File: config.mk
export PLATFORM = sky130hd
export DESIGN_NAME = cache_request_controller
export DESIGN_NICKNAME = d
export VERILOG_FILES = /design/src/rtl/cache_request_controller.sv
export SDC_FILE = /design/constraint.sdc
export NUM_CORES = 1
export LEC_CHECK = 0
export BUFFER_PORTS_ARGS = -buffer_cell sky130_fd_sc_hd__buf_2
export CORE_UTILIZATION = 41
export DETAILED_ROUTE_END_ITERATION = 8
export PLACE_DENSITY_LB_ADDON = 0.2
export SKIP_LAST_GASP = 1
export SLEW_MARGIN = 15
export SYNTH_ARGS = -nofsm -noshare
export SYNTH_HDL_FRONTEND = slang
export SYNTH_SLANG_ARGS = --single-unit
File: constraint.sdc
create_clock -name globalclock -period 2.6 [get_ports globalclock]
set_input_delay 0.52 -clock globalclock [delete_from_list [all_inputs] [get_ports globalclock]]
set_output_delay 0.52 -clock globalclock [all_outputs]
set_load 0.01 [all_outputs]
File: src/rtl/cache_request_controller.sv
// Request sequencer in front of the cache/RAM datapath: single-word reads,
// hit/miss lookup, fixed-latency miss wait, line fill, recheck and response.
module cache_request_controller #(
  parameter int MISS_LATENCY = 4,
  parameter int STAT_W       = 16
) (
  input  logic              globalclock,
  input  logic              reset,
  input  logic              cpu_req,
  input  logic [14:0]       cpu_addr,
  output logic              cpu_ready,
  output logic              cpu_rvalid,
  output logic [31:0]       cpu_rdata,
  output logic              cpu_was_hit,
  output logic [14:0]       dp_address,
  output logic              dp_wrEn,
  input  logic              dp_hit,
  input  logic [31:0]       dp_rdata,
  output logic [STAT_W-1:0] hit_count,
  output logic [STAT_W-1:0] miss_count,
  output logic              fill_err
);

  localparam logic [2:0] S_IDLE      = 3'd0;
  localparam logic [2:0] S_LOOKUP    = 3'd1;
  localparam logic [2:0] S_MISS_WAIT = 3'd2;
  localparam logic [2:0] S_FILL      = 3'd3;
  localparam logic [2:0] S_RECHECK   = 3'd4;
  localparam logic [2:0] S_RESP      = 3'd5;

  localparam logic [7:0] WAIT_INIT = 8'(MISS_LATENCY - 1);

  logic [2:0]        r_state;
  logic [7:0]        r_wait;
  logic [31:0]       r_rdata;
  logic              r_was_hit;
  logic [14:0]       r_addr;
  logic [STAT_W-1:0] r_hits;
  logic [STAT_W-1:0] r_misses;
  logic              r_fill_err;

  // Statistics stick at all-ones instead of wrapping.
  function automatic logic [STAT_W-1:0] sat_inc(input logic [STAT_W-1:0] v);
    if (&v) return v;
    return v + {{(STAT_W-1){1'b0}}, 1'b1};
  endfunction

  always_ff @(posedge globalclock) begin
    if (reset) begin
      r_state    <= S_IDLE;
      r_wait     <= 8'd0;
      r_rdata    <= 32'd0;
      r_was_hit  <= 1'b0;
      r_addr     <= 15'd0;
      r_hits     <= '0;
      r_misses   <= '0;
      r_fill_err <= 1'b0;
    end else begin
      case (r_state)
        S_IDLE: begin
          if (cpu_req) begin
            r_addr  <= cpu_addr;
            r_state <= S_LOOKUP;
          end
        end
        S_LOOKUP: begin
          if (dp_hit) begin
            r_rdata   <= dp_rdata;
            r_was_hit <= 1'b1;
            r_hits    <= sat_inc(r_hits);
            r_state   <= S_RESP;
          end else begin
            r_misses <= sat_inc(r_misses);
            r_wait   <= WAIT_INIT;
            r_state  <= S_MISS_WAIT;
          end
        end
        S_MISS_WAIT: begin
          if (r_wait == 8'd0) r_state <= S_FILL;
          else                r_wait  <= r_wait - 8'd1;
        end
        S_FILL: r_state <= S_RECHECK;
        S_RECHECK: begin
          // The line was just written; a miss here means the fill did not take.
          r_rdata   <= dp_rdata;
          r_was_hit <= 1'b0;
          if (!dp_hit) r_fill_err <= 1'b1;
          r_state   <= S_RESP;
        end
        S_RESP:  r_state <= S_IDLE;
        default: r_state <= S_IDLE;
      endcase
    end
  end

  assign cpu_ready   = (r_state == S_IDLE);
  assign cpu_rvalid  = (r_state == S_RESP);
  assign dp_wrEn     = (r_state == S_FILL);
  assign cpu_rdata   = r_rdata;
  assign cpu_was_hit = r_was_hit;
  assign dp_address  = r_addr;
  assign hit_count   = r_hits;
  assign miss_count  = r_misses;
  assign fill_err    = r_fill_err;

endmodule

==> results of run 1 <==
[synthesized netlist by cell type (all sizes together), types with 5 or more instances]
master,count
nor4,8
nor3,12
buf,10
a211oi,5
o31ai,10
nor2,57
or2,6
or3,12
mux2i,33
a21oi,44
nand2,47
o21ai,12
inv,7
clkbuf,17
nand3,9
or4,9
dfxtp,92
nand4,10
[metal layers]
layer / wire length, um / GRT usage
met3: 639 / 0.0492
met4: 108 / 0.0647
met1: 4390 / 0.249
met2: 4460 / 0.316
met5: 0 / 0
[cell type report]
class,instances,share of cell area
multi-input combinational,330,0.402
sequential,92,0.368
timing repair buffer,146,0.152
tap,129,0.0323
clock buffer,9,0.0248
clock inverter,7,0.0155
inverter,7,0.00525
[registers in the layout, indices dropped and copies added (netlist names)]
name         count
cpu_rdata       32
hit_count       16
miss_count      16
dp_address      15
r_wait           8
r_state          3
cpu_was_hit      1
fill_err         1
[cells by family after synthesis]
kind of cell	synth area share
AOI/OAI and AO/OA	0.129
buffers and inverters	0.0395
adders and majority gates	0.0125
and+or+nand+nor	0.259
muxes	0.0940
xor gates and xnor gates	0.00439
DFF	0.461
[critical path, stage by stage (launching register included)]
cell and delay, ns:
sky130_fd_sc_hd__dfxtp_1 0.42, sky130_fd_sc_hd__or4b_4 0.61, sky130_fd_sc_hd__or2_1 0.34, sky130_fd_sc_hd__or4_1 0.52, sky130_fd_sc_hd__a21oi_1 0.16
[stage by stage]
step / std cells / util
3_3_place_gp: 704 / 0.515
5_1_grt: 720 / 0.536
6_report: 720 / 0.536
4_1_cts: 720 / 0.536
2_1_floorplan: 456 / -
3_5_place_dp: 704 / 0.515
[power by group through the flow]
stage,registers (mW),logic [mW],clock network [mW]
after floorplan,1.61,0.302,0
after global placement,1.58,0.510,0
after detailed placement,1.58,0.520,0
after CTS,1.55,0.521,1.03
after global routing,1.56,0.576,1.09
final,1.55,0.514,0.997
[worst max-delay path by stage]
stage	startpoint	to	slack, ns	cells after the start
5_1_grt	r_state[1]	miss_count[8]	0.37	4
3_5_place_dp	dp_hit	miss_count[6]	0.28	5
2_1_floorplan	dp_hit	miss_count[6]	0.44	6
3_3_place_gp	dp_hit	miss_count[6]	0.33	5
4_1_cts	r_state[1]	miss_count[6]	0.48	4
6_report	r_state[1]	miss_count[6]	0.48	4
==> impl_summary.txt, run 1 <==
----------------------------------------------------
[Timing]
  RSZ-0062 raised after global routing ... false
  Slew at the pin closest to its max-slew limit ... 0.760 ns
  Final period utilization ... 0.814
  Number of hold-slack violations in the final timing report ... 0
  Setup slack after layout ... 0.483 ns
  Setup tns final ... 0 ns
  Setup-violating endpoint count in the final report ... 0
  Maximum clock skew at final layout ... 0.0137 ns
  Hold Slack ... 0.381 ns
  Max-slew violation count ... 0
  Relative slew slack ... 0.493
  Clock period minus final worst setup slack ... 2.12 ns
  Peak clock frequency supported by timing ... 472 MHz

[Detailed routing]
  Initial drt markers ... 112
  Final routed wire length divided by cell count ... 13.3 um
  Count of vias placed by the detailed router ... 3760
  Routed Antenna Nets ... 0
  First-pass detailed-route iteration total ... 4
  Total Wirelength ... between 9 and 10 mm
  DRC violations left ... 0
  Post-detailed-route via-to-cell ratio ... 5.22

[Synth]
  Fraction of post-synthesis cell area in the top cell type by area ... 0.461
  Cell taking the most area after synthesis ... sky130_fd_sc_hd__dfxtp_1
  Yosys Warn Count ... 0
  Number of flops mapped to enable cells by yosys ... 0
  Flops & latches, synth ... 92
  Synthesized net count ... 511
  Async set-or-reset flop fraction in the synthesized netlist ... 0
  Predominant post-synthesis flop cell ... sky130_fd_sc_hd__dfxtp_1
  Number of standard cells after synthesis ... 456
  Mean instance size in the synthesized netlist ... 8.76 sq um
  Portion of the post-synthesis area used by sequential elements ... 0.461
  Area of the mapped netlist ... 3990 sq um
  Count of different cell masters after synthesis ... 50
  Leading cell types by total area after synthesis ... sky130_fd_sc_hd__dfxtp_1 46%, sky130_fd_sc_hd__mux2i_1 8.3%, sky130_fd_sc_hd__a21oi_1 5.5%

[Hold path]
  Class of the worst hold path ... in -> reg
  Startpoint of the worst hold path ... cpu_addr[2]
  Worst hold endpoint ... dp_address[2]
  Hold path depth ... 3

[Power]
  Post-layout power ... 3.06 mW
  Sequential fraction of design power ... 0.506
  Share of total power in combinational logic ... 0.168
  Net switching component of the power ... 878 uW
  Maximum vdd drop ... 0.363 mV
  Switching fraction of total power ... 0.287
  Power density relative to cell area ... 611 nW/um^2
  Design internal power ... between 2 and 2.5 mW
  Clock power share ... 0.326
  Leakage power of the design ... 2.09 nW

[Clock tree]
  Cts bufs inserted ... 9
  Clock latency of the later-clocked register in the worst-skew pair ... ~0.36 ns
  Number of buffers between clock root and the deepest sink ... 2
  Master cell of the clock root buffer ... sky130_fd_sc_hd__clkbuf_8
  Clock slew at reported path FFs ... 0.11 ns
  Level count of the clock H-tree ... 3
  Clock tree from TritonCTS ... built
  Post-CTS setup buffer count ... 0
  Sinks on Clock Net ... between 90 and 100
  CTS resizes ... 0
  Total of hold buffers inserted after clock tree synthesis ... 0

[Global routing]
  Global-route wire length before repair ... between 15 and 20 mm
  Number of global-route vias before repair ... 3462
  Tot GR Track Use ... 0.193
  Largest net degree at the start of global routing ... ~40
  Gr ovfl total ... 0
  Number of antenna violations at the first check in global routing ... 0

[Setup path]
  Reg-to-reg setup timing slack ... around 0.48 ns
  CP required ... 2.88 ns
  CP max FO ... 9
  Data arrival time of the critical path ... 2.40 ns
  Reg-to-reg critical path startpoint ... r_state[1]
  Endpoint kind of the worst setup timing path ... register
  Critical R2R Capture ... miss_count[6]
  Cells on worst reg2reg path ... 4
  Critical path type ... reg -> reg
  Kind of launch point of the worst setup path ... register

[Flow run]
  Number of maximum-capacitance violations ... 0

[Layout]
  Total inserted antenna cells ... 0
  Most common cell after layout, fill and taps aside ... sky130_fd_sc_hd__buf_2
  Register area ... approximately 1800 sq um
  Most used cells in the layout excluding fill and tap cells ... 134 x sky130_fd_sc_hd__buf_2, 92 x sky130_fd_sc_hd__dfxtp_1, 57 x sky130_fd_sc_hd__nor2_1
  Footprint of the multi-input gates ... 2010 sq um
  Final instance area ... 5000 sq um
  Layout cells sized above 1 ... 0.301
  Net count reported at finish ... 641
  Fillers ... 874
  Syn-to-layout area delta ... 25.3%

[Floorplanning]
  Chip Width ... roughly 100 um
  Num rows ... 35
  IO Pins ... 135
  Die area ... 10100 sq um
  Die height ... approximately 100 um
  Starting density of the core ... 0.428
  Placeable core region ... 9330 sq um

[Placed design]
  Final HPWL DP ... ~7 mm
  Setup Slack @ Placement ... 0.278 ns
  Final Wtd Congestion ... about 0.81
  Number of buffers inserted by port buffering ... ~130
  Post-Place Cell Area ... between 4000 and 5000 sq um

[Run status]
  Result of the run ... complete, no violations

----------------------------------------------------
Note: power is estimated with default switching activity, not from simulation.
==> run 2, diff against run 1 <==
Clock period 2.6 ns to 2.1 ns, I/O delays scaled along.
==> impl_summary.txt, run 2 (synthesized netlist as in run 1, its figures left out) <==
----------------------------------------------------
[Setup path]
  Reg-to-reg setup timing slack ... 0.14 ns (-0.35 ns)
  Critical R2R Capture ... r_state[0]
  Critical path buffers and inverters ... 1 (+1)
  Worst stage delay on the critical path ... 0.49 ns (-0.12 ns)
  Critical path type ... reg -> reg
  CP endpoint ... r_state[0]
  Levels on crit path ... 6 (+2)
  Endpoint kind of the worst setup timing path ... register
  Kind of launch point of the worst setup path ... register
  Critical-path cell with the highest stage delay ... sky130_fd_sc_hd__or3b_2
  Worst Setup SP ... r_wait[0]
  CP delay by family, top ... compound AO/OA/AOI/OAI gates
  Reg-to-reg critical path startpoint ... r_wait[0]
  Cells on worst reg2reg path ... 6 (+2)
  CP max FO ... 6 (-3)
  Data arrival time of the critical path ... 2.24 ns (-0.16 ns)
  CP Cell Sequence ... inv_1 > ha_1 > or3b_2 > o31a_1 > a2111o_1 > a21oi_1
  CP required ... 2.38 ns (-0.50 ns)

[Clock tree]
  Clock slew at reported path FFs ... 0.11 ns (about the same)
  Cts bufs inserted ... 9 (unchanged)
  Clock tree from TritonCTS ... built
  Level count of the clock H-tree ... 3 (unchanged)
  Clock latency of the later-clocked register in the worst-skew pair ... 0.35 ns (about the same)
  Number of buffers between clock root and the deepest sink ... 2 (unchanged)
  Total of hold buffers inserted after clock tree synthesis ... 0 (unchanged)
  Post-CTS setup buffer count ... 0 (unchanged)
  Master cell of the clock root buffer ... sky130_fd_sc_hd__clkbuf_8
  Sinks on Clock Net ... 92 (unchanged)

[Timing]
  Final period utilization ... 0.935 (+0.121)
  RSZ-0062 raised after global routing ... false
  Relative slew slack ... 0.551 (+0.0582)
  Max-slew violation count ... 0 (unchanged)
  Setup tns final ... 0 ns (unchanged)
  Setup-violating endpoint count in the final report ... 0 (unchanged)
  Number of hold-slack violations in the final timing report ... 0 (unchanged)
  Maximum clock skew at final layout ... 0.0171 ns (+0.00342 ns)
  Clock period minus final worst setup slack ... 1.96 ns (-0.154 ns)
  Slew at the pin closest to its max-slew limit ... 0.667 ns (-0.0935 ns)
  Peak clock frequency supported by timing ... 509 MHz (+7.8%)

[Detailed routing]
  Count of vias placed by the detailed router ... 3831 (+1.9%)
  Routed Antenna Nets ... 0 (unchanged)
  Final routed wire length divided by cell count ... 13.3 um (+0.18%)
  Initial drt markers ... 109 (-2.7%)
  Total Wirelength ... 9.74 mm (+1.6%)
  Post-detailed-route via-to-cell ratio ... 5.25 (+0.49%)
  First-pass detailed-route iteration total ... 4 (unchanged)
  DRC violations left ... 0 (unchanged)

[Power]
  Sequential fraction of design power ... 0.513 (+0.007)
  Net switching component of the power ... 1.12 mW (+28%)
  Share of total power in combinational logic ... 0.178 (+0.010)
  Design internal power ... 2.61 mW (+20%)
  Power density relative to cell area ... 732 nW/um^2 (+20%)
  Clock power share ... 0.309 (-0.017)
  Maximum vdd drop ... 0.403 mV (+11%)
  Leakage power of the design ... 2.13 nW (+2.1%)
  Switching fraction of total power ... 0.300 (+0.0132)

[Layout]
  Final instance area ... 5100 sq um (+1.9%)
  Syn-to-layout area delta ... 27.7%
  Most used cells in the layout excluding fill and tap cells ... 134 x sky130_fd_sc_hd__buf_2, 92 x sky130_fd_sc_hd__dfxtp_1, 57 x sky130_fd_sc_hd__nor2_1
  Fillers ... 883 (+1.0%)
  Layout cells sized above 1 ... 0.314 (+0.0133)
  Most common cell after layout, fill and taps aside ... sky130_fd_sc_hd__buf_2
  Max FFs per register ... 32 (unchanged)
  Post-layout utilization of the core ... 0.546 (+0.0102)
  Net count reported at finish ... 651 (+1.6%)
  Total inserted antenna cells ... 0 (unchanged)
  Post-Layout Cell Count ... 730 (+1.4%)

[Global routing]
  Met1 usage in global routing ... 0.233 (-0.0152)
  Most congested layer reported by global routing ... met2
  Met3 Track Usage GR ... 0.0610 (+0.0118)
  Number of antenna violations at the first check in global routing ... 0 (unchanged)
  Number of global-route vias before repair ... 3455 (-0.20%)
  Largest net degree at the start of global routing ... 45 (+9.8%)
  Tot GR Track Use ... 0.192 (-0.000850)
  Global-route wire length before repair ... 15.8 mm (+0.22%)
  Gr ovfl total ... 0 (unchanged)
  Global routing met2 resource utilization ... 0.329 (+0.0126)

[Hold path]
  Class of the worst hold path ... in -> reg

[Placed design]
  Placed cell count ... 714 (+1.4%)
  Number of buffers inserted by port buffering ... 134 (unchanged)
  Final HPWL DP ... 7.17 mm (+2.8%)
  Post-Place Cell Area ... 4900 sq um (+2.1%)
  Final Wtd Congestion ... 0.813 (+0.21%)

[Floorplanning]
  Chip Width ... 101 um (unchanged)
  Placeable core region ... 9330 sq um (unchanged)
  Starting density of the core ... 0.428 (unchanged)
  Die area ... 10100 sq um (unchanged)
  Num rows ... 35 (unchanged)
  Die height ... 101 um (unchanged)
  IO Pins ... 135 (unchanged)

[Flow run]
  Number of maximum-capacitance violations ... 0 (unchanged)

[Run status]
  Result of the run ... complete, no violations

----------------------------------------------------
## run 2: cell types whose count changed in the layout (fill, tap and decap cells not counted), sizes merged
| cell | delta |
|---|---|
| buf | +10 |
| bufinv | -1 |
| clkinvlp | +1 |
## run 2: final cells by class
type	count	area, sq um	share of cell area
multi-input combinational	330	2020	0.396
sequential	92	1840	0.361
timing repair buffer	156	861	0.169
tap	129	161	0.0317
clock buffer	9	124	0.0243
clock inverter	7	66.3	0.0130
inverter	7	26.3	0.00515
## run 2: power by group through the flow
stage	combinational [mW]	clock (mW)	sequential [mW]
3_3_place_gp	0.658	0	1.95
2_1_floorplan	0.374	0	1.99
5_1_grt	0.733	1.27	1.93
3_5_place_dp	0.671	0	1.95
4_1_cts	0.673	1.21	1.92
6_report	0.665	1.15	1.91
## run 2: how the worst min path moves through the flow
stage,to,start,depth (start not counted)
global route,cpu_rdata[8],dp_rdata[8],3
global placement,dp_address[1],dp_address[1],2
detailed placement,dp_address[9],dp_address[9],2
CTS,dp_address[5],cpu_addr[5],3
floorplan,r_wait[7],r_wait[7],2
finish,dp_address[5],cpu_addr[5],3
## run 2: metrics by stage
step | hold WS [ns] | total power, mW | setup slack [ns]
floorplan | 0.447 | 2.36 | 0.0209
global placement | 0.439 | 2.61 | 0.0868
detailed placement | 0.447 | 2.62 | 0.0677
CTS | 0.265 | 3.79 | 0.143
global route | 0.263 | 3.94 | 0.0159
finish | 0.289 | 3.73 | 0.137
## run 2: worst reg2reg max path: stages, from the launching register on
cell and delay, ns:
sky130_fd_sc_hd__dfxtp_1 0.35, sky130_fd_sc_hd__inv_1 0.09, sky130_fd_sc_hd__ha_1 0.15, sky130_fd_sc_hd__or3b_2 0.49, sky130_fd_sc_hd__o31a_1 0.38, sky130_fd_sc_hd__a2111o_1 0.33
sky130_fd_sc_hd__a21oi_1 0.11
## run 2: repair_timing
item                                    in CTS  in global routing
endpoints found under the hold margin        0                  0
endpoints found under the setup margin       0                  1
gates resized for setup                      0                  1
## run 2: routing by layer
metal | up-vias | wire length (um)
li1 | 1917 | -
met1 | 1794 | 4320
met2 | 114 | 4750
met3 | 6 | 619
met4 | 0 | 54
met5 | - | 0
==> run 3, diff against run 2 <==
Settings changed: CORE_ASPECT_RATIO set to 0.7.
==> impl_summary.txt, run 3 (synthesized netlist as in run 1, its figures left out) <==
----------------------------------------------------
[Layout]
  Footprint of the multi-input gates ... 2010 sq um (-0.31%)
  Post-layout utilization of the core ... 0.564 (+0.0180)
  Total inserted antenna cells ... 0 (unchanged)
  Most used cells in the layout excluding fill and tap cells ... 134 x sky130_fd_sc_hd__buf_2, 92 x sky130_fd_sc_hd__dfxtp_1, 57 x sky130_fd_sc_hd__nor2_1
  Fillers ... 875 (-0.91%)
  Post-Layout Cell Count ... 726 (-0.55%)
  Max FFs per register ... 32 (unchanged)
  Register area ... 1840 sq um (unchanged)
  Final instance area ... 5220 sq um (+2.5%)
  Most common cell after layout, fill and taps aside ... sky130_fd_sc_hd__buf_2
  Net count reported at finish ... 652 (+0.15%)
  Layout cells sized above 1 ... 0.314 (-0.000522)
  Syn-to-layout area delta ... 30.8%

[Detailed routing]
  Final routed wire length divided by cell count ... 13.6 um (+1.7%)
  Initial drt markers ... 189 (+73%)
  DRC violations left ... 0 (unchanged)
  Post-detailed-route via-to-cell ratio ... 5.21 (-0.81%)
  Routed Antenna Nets ... 0 (unchanged)
  Count of vias placed by the detailed router ... 3779 (-1.4%)
  First-pass detailed-route iteration total ... 4 (unchanged)
  Total Wirelength ... 9.86 mm (+1.2%)

[Global routing]
  Largest net degree at the start of global routing ... 40 (-11%)
  Tot GR Track Use ... 0.198 (+0.00542)
  Number of global-route vias before repair ... 3401 (-1.6%)
  Global-route wire length before repair ... 16.3 mm (+3.4%)
  Number of antenna violations at the first check in global routing ... 0 (unchanged)
  Gr ovfl total ... 0 (unchanged)

[Timing]
  Maximum clock skew at final layout ... 0.00520 ns (-0.0119 ns)
  Relative slew slack ... 0.583 (+0.0320)
  Number of hold-slack violations in the final timing report ... 0 (unchanged)
  Setup slack after layout ... 0.204 ns (+0.0671 ns)
  RSZ-0062 raised after global routing ... false
  Setup-violating endpoint count in the final report ... 0 (unchanged)
  Hold Slack ... 0.316 ns (+0.0267 ns)
  Final period utilization ... 0.903 (-0.0320)
  Peak clock frequency supported by timing ... 527 MHz (+3.5%)
  Clock period minus final worst setup slack ... 1.90 ns (-0.0671 ns)
  Slew at the pin closest to its max-slew limit ... 0.619 ns (-0.0475 ns)
  Max-slew violation count ... 0 (unchanged)
  Setup tns final ... 0 ns (unchanged)

[Floorplanning]
  Placeable core region ... 9250 sq um (-0.80%)
  IO Pins ... 135 (unchanged)
  Starting density of the core ... 0.432 (+0.00347)
  Chip Width ... 120 um (+19%)
  Die area ... 10100 sq um (about the same)
  Die height ... 84.6 um (-16%)
  Num rows ... 29 (-17%)

[Clock tree]
  Master cell of the clock root buffer ... sky130_fd_sc_hd__clkbuf_16
  Total of hold buffers inserted after clock tree synthesis ... 0 (unchanged)
  Clock slew at reported path FFs ... 0.07 ns (-0.04 ns)
  Post-CTS setup buffer count ... 0 (unchanged)
  Cts bufs inserted ... 9 (unchanged)
  CTS resizes ... 0 (unchanged)
  Clock latency of the later-clocked register in the worst-skew pair ... 0.34 ns (about the same)
  Clock tree from TritonCTS ... built
  Number of buffers between clock root and the deepest sink ... 2 (unchanged)
  Level count of the clock H-tree ... 3 (unchanged)
  Sinks on Clock Net ... 92 (unchanged)

[Flow run]
  Number of maximum-capacitance violations ... 0 (unchanged)

[Power]
  Maximum vdd drop ... 0.390 mV (-3.1%)
  Leakage power of the design ... 2.20 nW (+3.4%)
  Power density relative to cell area ... 833 nW/um^2 (+14%)
  Post-layout power ... 4.35 mW (+17%)

[Setup path]
  CP required ... 2.37 ns (about the same)
  Reg-to-reg critical path startpoint ... r_state[2]
  Kind of launch point of the worst setup path ... register
  Data arrival time of the critical path ... 2.16 ns (-0.08 ns)
  Endpoint kind of the worst setup timing path ... register
  CP max FO ... 6 (unchanged)
  Worst Setup SP ... r_state[2]
  Critical path type ... reg -> reg

[Placed design]
  Setup Slack @ Placement ... 0.0464 ns (-0.0214 ns)
  Final HPWL DP ... 7.20 mm (+0.39%)
  Number of buffers inserted by port buffering ... 134 (unchanged)
  Final Wtd Congestion ... 0.821 (+1.0%)
  Post-Place Cell Area ... 4890 sq um (-0.23%)
  Placed cell count ... 710 (-0.56%)

[Hold path]
  Startpoint of the worst hold path ... dp_rdata[14]
  Class of the worst hold path ... in -> reg

[Run status]
  Result of the run ... complete, no violations

----------------------------------------------------
==> run 3: changes by cell type in the layout (fill, tap and decap cells not counted), sizes merged <==
cell / change
clkinvlp: -1
buf: +1
inv: -1
clkinv: -1
bufinv: +2
clkbuf: +1
==> run 3: critical path, stage by stage (launching register included) <==
cell and delay (ns):
sky130_fd_sc_hd__dfxtp_1 0.31, sky130_fd_sc_hd__or4b_4 0.54, sky130_fd_sc_hd__or2_1 0.30, sky130_fd_sc_hd__or4_1 0.51, sky130_fd_sc_hd__a21oi_1 0.16
==> run 3: worst paths after layout <==
check / slack [ns] / cells after the start / endpoint
max: 0.20 / 4 / miss_count[6]
min: 0.32 / 3 / cpu_rdata[14]
max reg2reg: 0.20 / 4 / miss_count[6]
min reg2reg: 0.46 / 2 / dp_address[10]
==> run 3: layer usage <==
metal	vias up	track usage	wire, um
met4	0	0.0489	56
met1	1735	0.265	4660
met3	4	0.0523	695
li1	1918	-	-
met2	122	0.317	4440
met5	-	0	0
==> run 3: layout make-up <==
cell class,count,share of cell area
flip-flops and latches,92,0.353
well taps,124,0.0297
repair buffers,157,0.164
clock buffers,10,0.0458
multi-input cells,330,0.385
clock inverters,6,0.0180
inverters,7,0.00503
==> run 3: power by group <==
part,switching [mW],internal [mW]
logic,0.369,0.298
clock network,0.687,1.09
registers,0.0575,1.85
